**src/rtl/wb_port_arbiter_if.sv**
```systemverilog
// Writeback request / register-file write bundle shared by the arbiter and its requesters.
// Latency: none (wires only).
// Backpressure: req_ready_o per requester; write side has no backpressure.
// Ports (signals):
//   req_valid_i/req_addr_i/req_data_i : requester -> arbiter
//   req_ready_o                        : arbiter -> requester, combinational accept
//   w_en_o/w_addr_o/w_data_o           : arbiter -> register file, two write ports
interface wb_port_arbiter_if #(
  parameter int DATA_WIDTH = 32,
  parameter int REQ_NUM    = 4
);
  logic [REQ_NUM-1:0]                 req_valid_i;
  logic [REQ_NUM-1:0][4:0]            req_addr_i;
  logic [REQ_NUM-1:0][DATA_WIDTH-1:0] req_data_i;
  logic [REQ_NUM-1:0]                 req_ready_o;
  logic [1:0]                         w_en_o;
  logic [1:0][4:0]                    w_addr_o;
  logic [1:0][DATA_WIDTH-1:0]         w_data_o;

  // Arbiter side.
  modport slave (
    input  req_valid_i, req_addr_i, req_data_i,
    output req_ready_o, w_en_o, w_addr_o, w_data_o
  );

  // Requester / register-file side.
  modport master (
    output req_valid_i, req_addr_i, req_data_i,
    input  req_ready_o, w_en_o, w_addr_o, w_data_o
  );
endinterface

```
**src/rtl/wb_port_arbiter.sv**
```systemverilog
// Writeback arbiter: shares two register-file write ports among REQ_NUM requesters, rotating priority.
// Latency: accept in cycle N (combinational ready), registered write visible on w_* in cycle N+1.
// Backpressure: req_ready_o low holds a requester; r0 writes are always accepted and dropped.
// Ports:
//   clk, rst_n : clock, asynchronous active-low reset
//   bus        : wb_port_arbiter_if.slave (requests in, ready out, register-file write ports out)
module wb_port_arbiter #(
  parameter int DATA_WIDTH = 32,
  parameter int REQ_NUM    = 4
) (
  input  logic               clk,
  input  logic               rst_n,
  wb_port_arbiter_if.slave   bus
);

  localparam int IDX_W = (REQ_NUM > 1) ? $clog2(REQ_NUM) : 1;

  logic [IDX_W-1:0]           ptr_q, ptr_d;
  logic [1:0]                 w_en_q;
  logic [1:0][4:0]            w_addr_q;
  logic [1:0][DATA_WIDTH-1:0] w_data_q;

  logic [REQ_NUM-1:0] rdy;
  logic               s0_vld, s1_vld;
  logic [IDX_W-1:0]   s0_idx, s1_idx, cand_idx, last_idx;
  int                 pos;

  // Grant selection. Slot 0 is the first non-r0 candidate from ptr; slot 1 is
  // the next one whose address differs from slot 0, so a same-register loser
  // simply waits while a later requester may still use port 1.
  always_comb begin
    rdy      = '0;
    s0_vld   = 1'b0;
    s1_vld   = 1'b0;
    s0_idx   = '0;
    s1_idx   = '0;
    cand_idx = '0;
    pos      = 0;

    for (int i = 0; i < REQ_NUM; i++) begin
      if (bus.req_valid_i[i] && (bus.req_addr_i[i] == 5'd0)) begin
        rdy[i] = 1'b1;
      end
    end

    for (int k = 0; k < REQ_NUM; k++) begin
      pos = int'(ptr_q) + k;
      if (pos >= REQ_NUM) begin
        pos = pos - REQ_NUM;
      end
      cand_idx = IDX_W'(pos);
      if (bus.req_valid_i[cand_idx] && (bus.req_addr_i[cand_idx] != 5'd0)) begin
        if (!s0_vld) begin
          s0_vld = 1'b1;
          s0_idx = cand_idx;
        end else if (!s1_vld && (bus.req_addr_i[cand_idx] != bus.req_addr_i[s0_idx])) begin
          s1_vld = 1'b1;
          s1_idx = cand_idx;
        end
      end
    end

    if (s0_vld) begin
      rdy[s0_idx] = 1'b1;
    end
    if (s1_vld) begin
      rdy[s1_idx] = 1'b1;
    end
  end

  // Priority restarts just past the last port winner.
  always_comb begin
    last_idx = s1_vld ? s1_idx : s0_idx;
    if (last_idx == IDX_W'(REQ_NUM - 1)) begin
      ptr_d = '0;
    end else begin
      ptr_d = last_idx + IDX_W'(1);
    end
  end

  always_ff @(posedge clk or negedge rst_n) begin
    if (!rst_n) begin
      ptr_q    <= '0;
      w_en_q   <= '0;
      w_addr_q <= '0;
      w_data_q <= '0;
    end else begin
      w_en_q <= {s1_vld, s0_vld};
      // Address/data hold when a port is idle; only the enable drops.
      if (s0_vld) begin
        w_addr_q[0] <= bus.req_addr_i[s0_idx];
        w_data_q[0] <= bus.req_data_i[s0_idx];
        ptr_q       <= ptr_d;
      end
      if (s1_vld) begin
        w_addr_q[1] <= bus.req_addr_i[s1_idx];
        w_data_q[1] <= bus.req_data_i[s1_idx];
      end
    end
  end

  assign bus.req_ready_o = rdy;
  assign bus.w_en_o      = w_en_q;
  assign bus.w_addr_o    = w_addr_q;
  assign bus.w_data_o    = w_data_q;

endmodule
```
**src/flat_wrapper.sv**
```systemverilog
// flat-port wrapper written by rule: the top's interface ports become plain ports
module wb_port_arbiter_flat 
#(
  parameter int DATA_WIDTH = 32,
  parameter int REQ_NUM    = 4
)
  (clk, rst_n, bus_req_valid_i, bus_req_addr_i, bus_req_data_i, bus_req_ready_o, bus_w_en_o, bus_w_addr_o, bus_w_data_o);
  wb_port_arbiter_if #(.DATA_WIDTH(DATA_WIDTH), .REQ_NUM(REQ_NUM)) bus_i ();
  input  logic clk;
  input  logic rst_n;
  input wire logic [$bits(bus_i.req_valid_i)-1:0] bus_req_valid_i;
  input wire logic [$bits(bus_i.req_addr_i)-1:0] bus_req_addr_i;
  input wire logic [$bits(bus_i.req_data_i)-1:0] bus_req_data_i;
  output wire logic [$bits(bus_i.req_ready_o)-1:0] bus_req_ready_o;
  output wire logic [$bits(bus_i.w_en_o)-1:0] bus_w_en_o;
  output wire logic [$bits(bus_i.w_addr_o)-1:0] bus_w_addr_o;
  output wire logic [$bits(bus_i.w_data_o)-1:0] bus_w_data_o;
  assign bus_i.req_valid_i = bus_req_valid_i;
  assign bus_i.req_addr_i = bus_req_addr_i;
  assign bus_i.req_data_i = bus_req_data_i;
  assign bus_req_ready_o = bus_i.req_ready_o;
  assign bus_w_en_o = bus_i.w_en_o;
  assign bus_w_addr_o = bus_i.w_addr_o;
  assign bus_w_data_o = bus_i.w_data_o;
  wb_port_arbiter #(.DATA_WIDTH(DATA_WIDTH), .REQ_NUM(REQ_NUM)) u_core (.clk(clk), .rst_n(rst_n), .bus(bus_i));
endmodule
```
**config.mk**
```make
export PLATFORM = sky130hd
export DESIGN_NAME = wb_port_arbiter_flat
export DESIGN_NICKNAME = d
export VERILOG_FILES = /design/src/rtl/wb_port_arbiter_if.sv /design/src/rtl/wb_port_arbiter.sv /design/src/flat_wrapper.sv
export SDC_FILE = /design/constraint.sdc
export NUM_CORES = 1
export LEC_CHECK = 0
export BUFFER_PORTS_ARGS = -buffer_cell sky130_fd_sc_hd__buf_2
export CORE_MARGIN = 8
export CORE_UTILIZATION = 30
export DETAILED_ROUTE_END_ITERATION = 10
export PLACE_DENSITY = 0.53
export RECOVER_POWER = 50
export REMOVE_ABC_BUFFERS = 1
export SETUP_SLACK_MARGIN = 0.4
export SYNTH_ARGS = -nofsm -noshare
export SYNTH_HDL_FRONTEND = slang
export SYNTH_SLANG_ARGS = --single-unit
```
**constraint.sdc**
```tcl
create_clock -name clk -period 17.75 [get_ports clk]
set_input_delay 3.55 -clock clk [delete_from_list [all_inputs] [get_ports clk]]
set_output_delay 3.55 -clock clk [all_outputs]
set_load 0.05 [all_outputs]
```
* After elaboration in Yosys (flattened, before gate mapping)
Index checks and enable logic that the tools add are counted.
** Word-level totals
- Flip-flop bits (word level) :: 78
- Input port bits :: 154
- Output and inout port bits :: 80
- Word-level logic and storage cells :: 132
** Operators by class
- Add/sub/neg operators :: 8
- $lt $le $gt $ge :: 15
- Eq/ne operators :: 4
- Mux-type cells :: 75
- Bitwise operators :: 2
- Reductions and logical operators :: 22
** Operators by type and width (number)
- binary-select mux 32 bit (select 2 bit) :: 2
- binary-select mux 5 bit (select 2 bit) :: 9
- two-way mux 32 bit :: 2
- two-way mux 5 bit :: 9
- two-way mux 2 bit :: 22
- less-than comparator 2 x 3 -> 1 bit, second input constant :: 9
- two-way mux 1 bit :: 23
- logical NOT 5 bit :: 4
- nonzero test 5 bit :: 4
- inequality test 5 bit :: 3
- logical AND 1 bit :: 12
- greater-or-equal comparator 3 bit, second input constant :: 3
- binary-select mux 1 bit (select 2 bit) :: 4
- two-way mux 4 bit :: 2
- bitwise OR 4 bit :: 2
- subtractor 2 x 1 -> 2 bit, second input constant :: 4
- adder 2 x 2 -> 3 bit, second input constant :: 2
- demux 1 bit (select 2 bit) :: 2
- greater-or-equal comparator 2 x 1 -> 1 bit, second input constant :: 2
- adder 2 x 1 -> 3 bit, second input constant :: 1
- greater-or-equal comparator 2 x 3 -> 1 bit, second input constant :: 1
- adder 2 x 1 -> 2 bit, second input constant :: 1
- == test 2 bit, second input constant :: 1
- logical NOT 1 bit :: 2

* Depth between registers and ports, before layout
- Depth after elaboration :: 29
- Depth in mapped cells :: 23
- Depth with buffers taken out :: 17

* Least setup slack after synthesis
OpenSTA, ideal clock, no wires.
- Path kind :: input to output
- Start :: in bus_req_addr_i[12]
- End :: out bus_req_ready_o[0]
- Data arrival time :: 8.914 ns
- Setup slack :: 5.286 ns
- Stages on the path :: 19
- Path buffers :: 4
- Path through :: clkbuf_1 nor4_1 a21o_1 and2_0 nand3_1 ha_1 buf_1 inv_1 o22ai_1 a311o_1 mux2i_4 mux4_1 xnor2_1 nor4_4 a21oi_2 a21o_1 buf_4 buf_2 o21ai_0
** On the way
- Longest elaborated chain between the ends :: 27
** Ends and longest elaborated chain
- start: declaration :: line flat_wrapper.sv:12 : input wire logic [$bits(bus_i.req_addr_i)-1:0] bus_req_addr_i;
- binary-select mux 5 bit (select 2 bit) :: line wb_port_arbiter.sv:52 : if (bus.req_valid_i[cand_idx] && (bus.req_addr_i[cand_idx] != 5'd0)) begin
- two-way mux 5 bit (implied by the code) :: line wb_port_arbiter.sv:52
- nonzero test 5 bit :: line wb_port_arbiter.sv:52
- logical AND 1 bit :: line wb_port_arbiter.sv:52
- two-way mux 2 bit :: line wb_port_arbiter.sv:52
- binary-select mux 5 bit (select 2 bit) :: line wb_port_arbiter.sv:56 : end else if (!s1_vld && (bus.req_addr_i[cand_idx] != bus.req_addr_i[s0_idx])) begin
- two-way mux 5 bit (implied by the code) :: line wb_port_arbiter.sv:56
- inequality test 5 bit :: line wb_port_arbiter.sv:56
- [... 11 more ...]
- two-way mux 2 bit :: line wb_port_arbiter.sv:53 : if (!s0_vld) begin
- two-way mux 2 bit :: line wb_port_arbiter.sv:52
- less-than comparator 2 x 3 -> 1 bit (implied by the code) / greater-or-equal comparator 2 x 1 -> 1 bit (equally long branches) :: line wb_port_arbiter.sv:67 : rdy[s1_idx] = 1'b1;
- logical AND 1 bit (implied by the code) :: line wb_port_arbiter.sv:67
- two-way mux 1 bit (implied by the code) :: line wb_port_arbiter.sv:67
- demux 1 bit (select 2 bit)
- bitwise OR 4 bit (no line)
- two-way mux 4 bit (*) :: line wb_port_arbiter.sv:66 : if (s1_vld) begin
- end: declaration :: line flat_wrapper.sv:14 : output wire logic [$bits(bus_i.req_ready_o)-1:0] bus_req_ready_o;
Mark *: on every way between the ends. The rest lies on a longest branch, timed or not. The select of a mux whose other input is x is not followed.

* Worst setup path in the final report
- Start :: in bus_req_addr_i[17]
- End :: out bus_req_ready_o[2]
The elaborated chain is that of the path after synthesis.

==> flow_summary.ini <==
[outcome]
outcome = finished, violations left
violations = capacitance limit, slew limit

[job]
drv_cap = 1

[cells_and_area]
areaGrowthSynthToFinish_pct = 23.4
nFillCells = 2416
diodes = 0
final_cell_count_no_fill = 1199
drive_gt1_share_pct = 41.8
finalInstanceArea_um2 = 8640
final_nets = 1030

[timing]
worst_clock_skew_ns = 0.0115
rsz0062_at_grt = false
hold_viol = 0
whs_ns = 0.505
maxSlewViolCount = 68
setup_tns_ns = 0
fin_crit_ns = 13.50
setup_viol = 0
period_share_pct = 76.1
fmax_mhz = 74.1
relSlewSlack_pct = -171
worst_pin_slew_ns = 4.06

[global_routing]
grt_max_degree = 68
track_usage_pct = 18.0
grt_pass1_wl_um = 40600
antenna_found_initial = 0
grt_overflow = 0
grt_pass1_vias = 6771

[placed_design]
io_buffers = 233
dp_cells = 1183
placed_area_um2 = 8360
gp_congestion = 0.889
hpwl_um = 18700

[clock_network]
cts_root_buffer = clkbuf_16
clk_path_buf_depth = 2
path_clk_slew_ns = 0.06
hold_buffers = 0
cts_setup_buffers = 0
h-tree-depth = 3
cts_resized = 0
clock_sinks = 78
cts_tree = done
cts_buffers = 9
clock_latency_ns = 0.34

[setup_path]
required_ns = 14.20
end_kind = output pin
criticalPathCategory = in -> out
worstSetupStartpointType = input port
cp.arrival_ns = 9.95
cp_max_fo = 48

[floorplan]
rows = 56
pin_count = 234
dieArea_um2 = 28500
die_x_um = 169
coreArea_um2 = 23200
die_y_um = 169
start_util_pct = 30.2

[synth]
synthFlopType = dfrtp_1
netlist_instances = 684
ys_seq_area_share_pct = 27.9
synth_top_area_cell = dfrtp_1
ys_ff_latch = 78
ys.warnings.count = 0
yosys-top-cells-area = dfrtp_1 (28%), mux4_2 (18%), mux2_2 (7.4%)
synth-edff-count = 0
yosysTopAreaCellShare_pct = 27.9
netlist_area_um2 = 7000
ys_types = 66
syn-mean-instance-area_um2 = 10.2
synthArstFlopShare_pct = 100

[detailed_routing]
dr.first_iter.drc_count = 545
final_antenna_net_count = 0
drt-pass1-iter-count = 5
wl_per_cell_um = 22.1
vias = 6649
viasPerCell = 5.55
post-route-drc-count = 0
drt_wl_total_um = 26500

[hold_path]
min_path_type = reg -> reg
final cells by class:
type                            instances  area (µm²)  area share, %
Sequential cell                        78        1950           22.6
Clock inverter                          6        92.6           1.07
Timing Repair Buffer                  244        1190           13.8
Clock buffer                           10         239           2.77
Inverter                               48         180           2.09
Tap cell                              319         399           4.62
Multi-Input combinational cell        494        4580           53.0
registers in the layout (all words and copies together) (netlist names):
register	cells
u_core.bus.w_data_o	64
u_core.bus.w_en_o	2
u_core.bus.w_addr_o	10
u_core.ptr_q	2
per-stage QoR:
stage | worst slack, ns | utilization (%)
after detailed placement | 4.31 | 36.1
after global placement | 4.42 | 36.1
after CTS | 4.31 | 37.5
final | 4.25 | 37.2
after floorplan | 2.70 | -
after global routing | 3.83 | 37.2
worst max-delay path: stages:
cell and delay [ns]:
buf_2 0.17, nor4_1 0.49, a21o_1 0.27, and2_0 0.31, nand3_1 0.18, ha_1 0.38
inv_1 0.24, o22ai_1 0.19, a311oi_2 0.66, mux4_2 0.59, nor4b_1 0.32, o2bb2ai_1 0.20
a21oi_4 0.18, buf_4 0.56, a21o_2 0.64, buf_4 0.54, o221ai_1 0.18, buf_2 0.24
cell usage after synthesis, drive strengths merged (12+ instances only):
master / instances
nand2: 89
a211oi: 78
dfrtp: 78
mux4: 58
nor2: 49
inv: 47
mux2: 46
buf: 44
a311oi: 38
mux2i: 22
clkbuf: 20
xnor2: 13
o21ai: 12
final timing paths:
check | start | endpoint | slack (ns) | cells past startpoint
max | bus_req_addr_i[17] | bus_req_ready_o[2] | 4.25 | 18
min | u_core.bus.w_addr_o[1]$_DFFE_PN0N_ | u_core.bus.w_addr_o[1]$_DFFE_PN0N_ | 0.50 | 1
max reg2reg | u_core.ptr_q[0]$_DFFE_PN0N_ | u_core.bus.w_data_o[36]$_DFFE_PN0P_ | 11.04 | 18
min reg2reg | u_core.bus.w_addr_o[1]$_DFFE_PN0N_ | u_core.bus.w_addr_o[1]$_DFFE_PN0N_ | 0.50 | 1
max in group asynchronous | rst_n | u_core.bus.w_addr_o[4]$_DFFE_PN0N_ | 10.22 | 2
min in group asynchronous | rst_n | u_core.bus.w_data_o[28]$_DFFE_PN0N_ | 3.23 | 1
per-layer routing:
metal	global-route usage, %	up-vias	share of wire, %
met4	3.69	0	1.1
met5	0	-	0
met1	23.8	3375	43
li1	-	2994	-
met3	2.56	22	5.9
met2	30.7	258	50
kinds of logic after synthesis:
| group | synth area share, % |
|---|---|
| AOI/OAI and AO/OA | 21.1 |
| xor gates and xnor gates | 2.13 |
| DFF | 27.9 |
| adders and majority gates | 0.179 |
| and+or+nand+nor | 12.0 |
| buffers and inverters | 7.13 |
| muxes | 29.5 |
cell usage in the layout (no fill, tap or decap), drive strengths merged, types with 2 or more instances in the layout:
| master | instances |
|---|---|
| o21ai | 12 |
| a211o | 2 |
| nor4 | 7 |
| mux2i | 22 |
| a311oi | 38 |
| mux2 | 46 |
| or4 | 4 |
| nand2 | 89 |
| a211oi | 78 |
| a21o | 6 |
| and3 | 3 |
| nor3 | 5 |
| mux4 | 58 |
| nor2b | 3 |
| o221ai | 2 |
| xnor2 | 13 |
| clkbuf | 52 |
| a32oi | 2 |
| inv | 49 |
| clkinvlp | 2 |
| nor2 | 49 |
| a31oi | 2 |
| dfrtp | 78 |
| and2 | 4 |
| bufinv | 2 |
| nand3b | 2 |
| buf | 202 |
| xor2 | 4 |
| nand3 | 8 |
| a21oi | 8 |
| nand2b | 5 |
| a221oi | 3 |
Power is not shown: default switching activity piles up to over one toggle a cycle in this logic, so the estimate is an artifact.
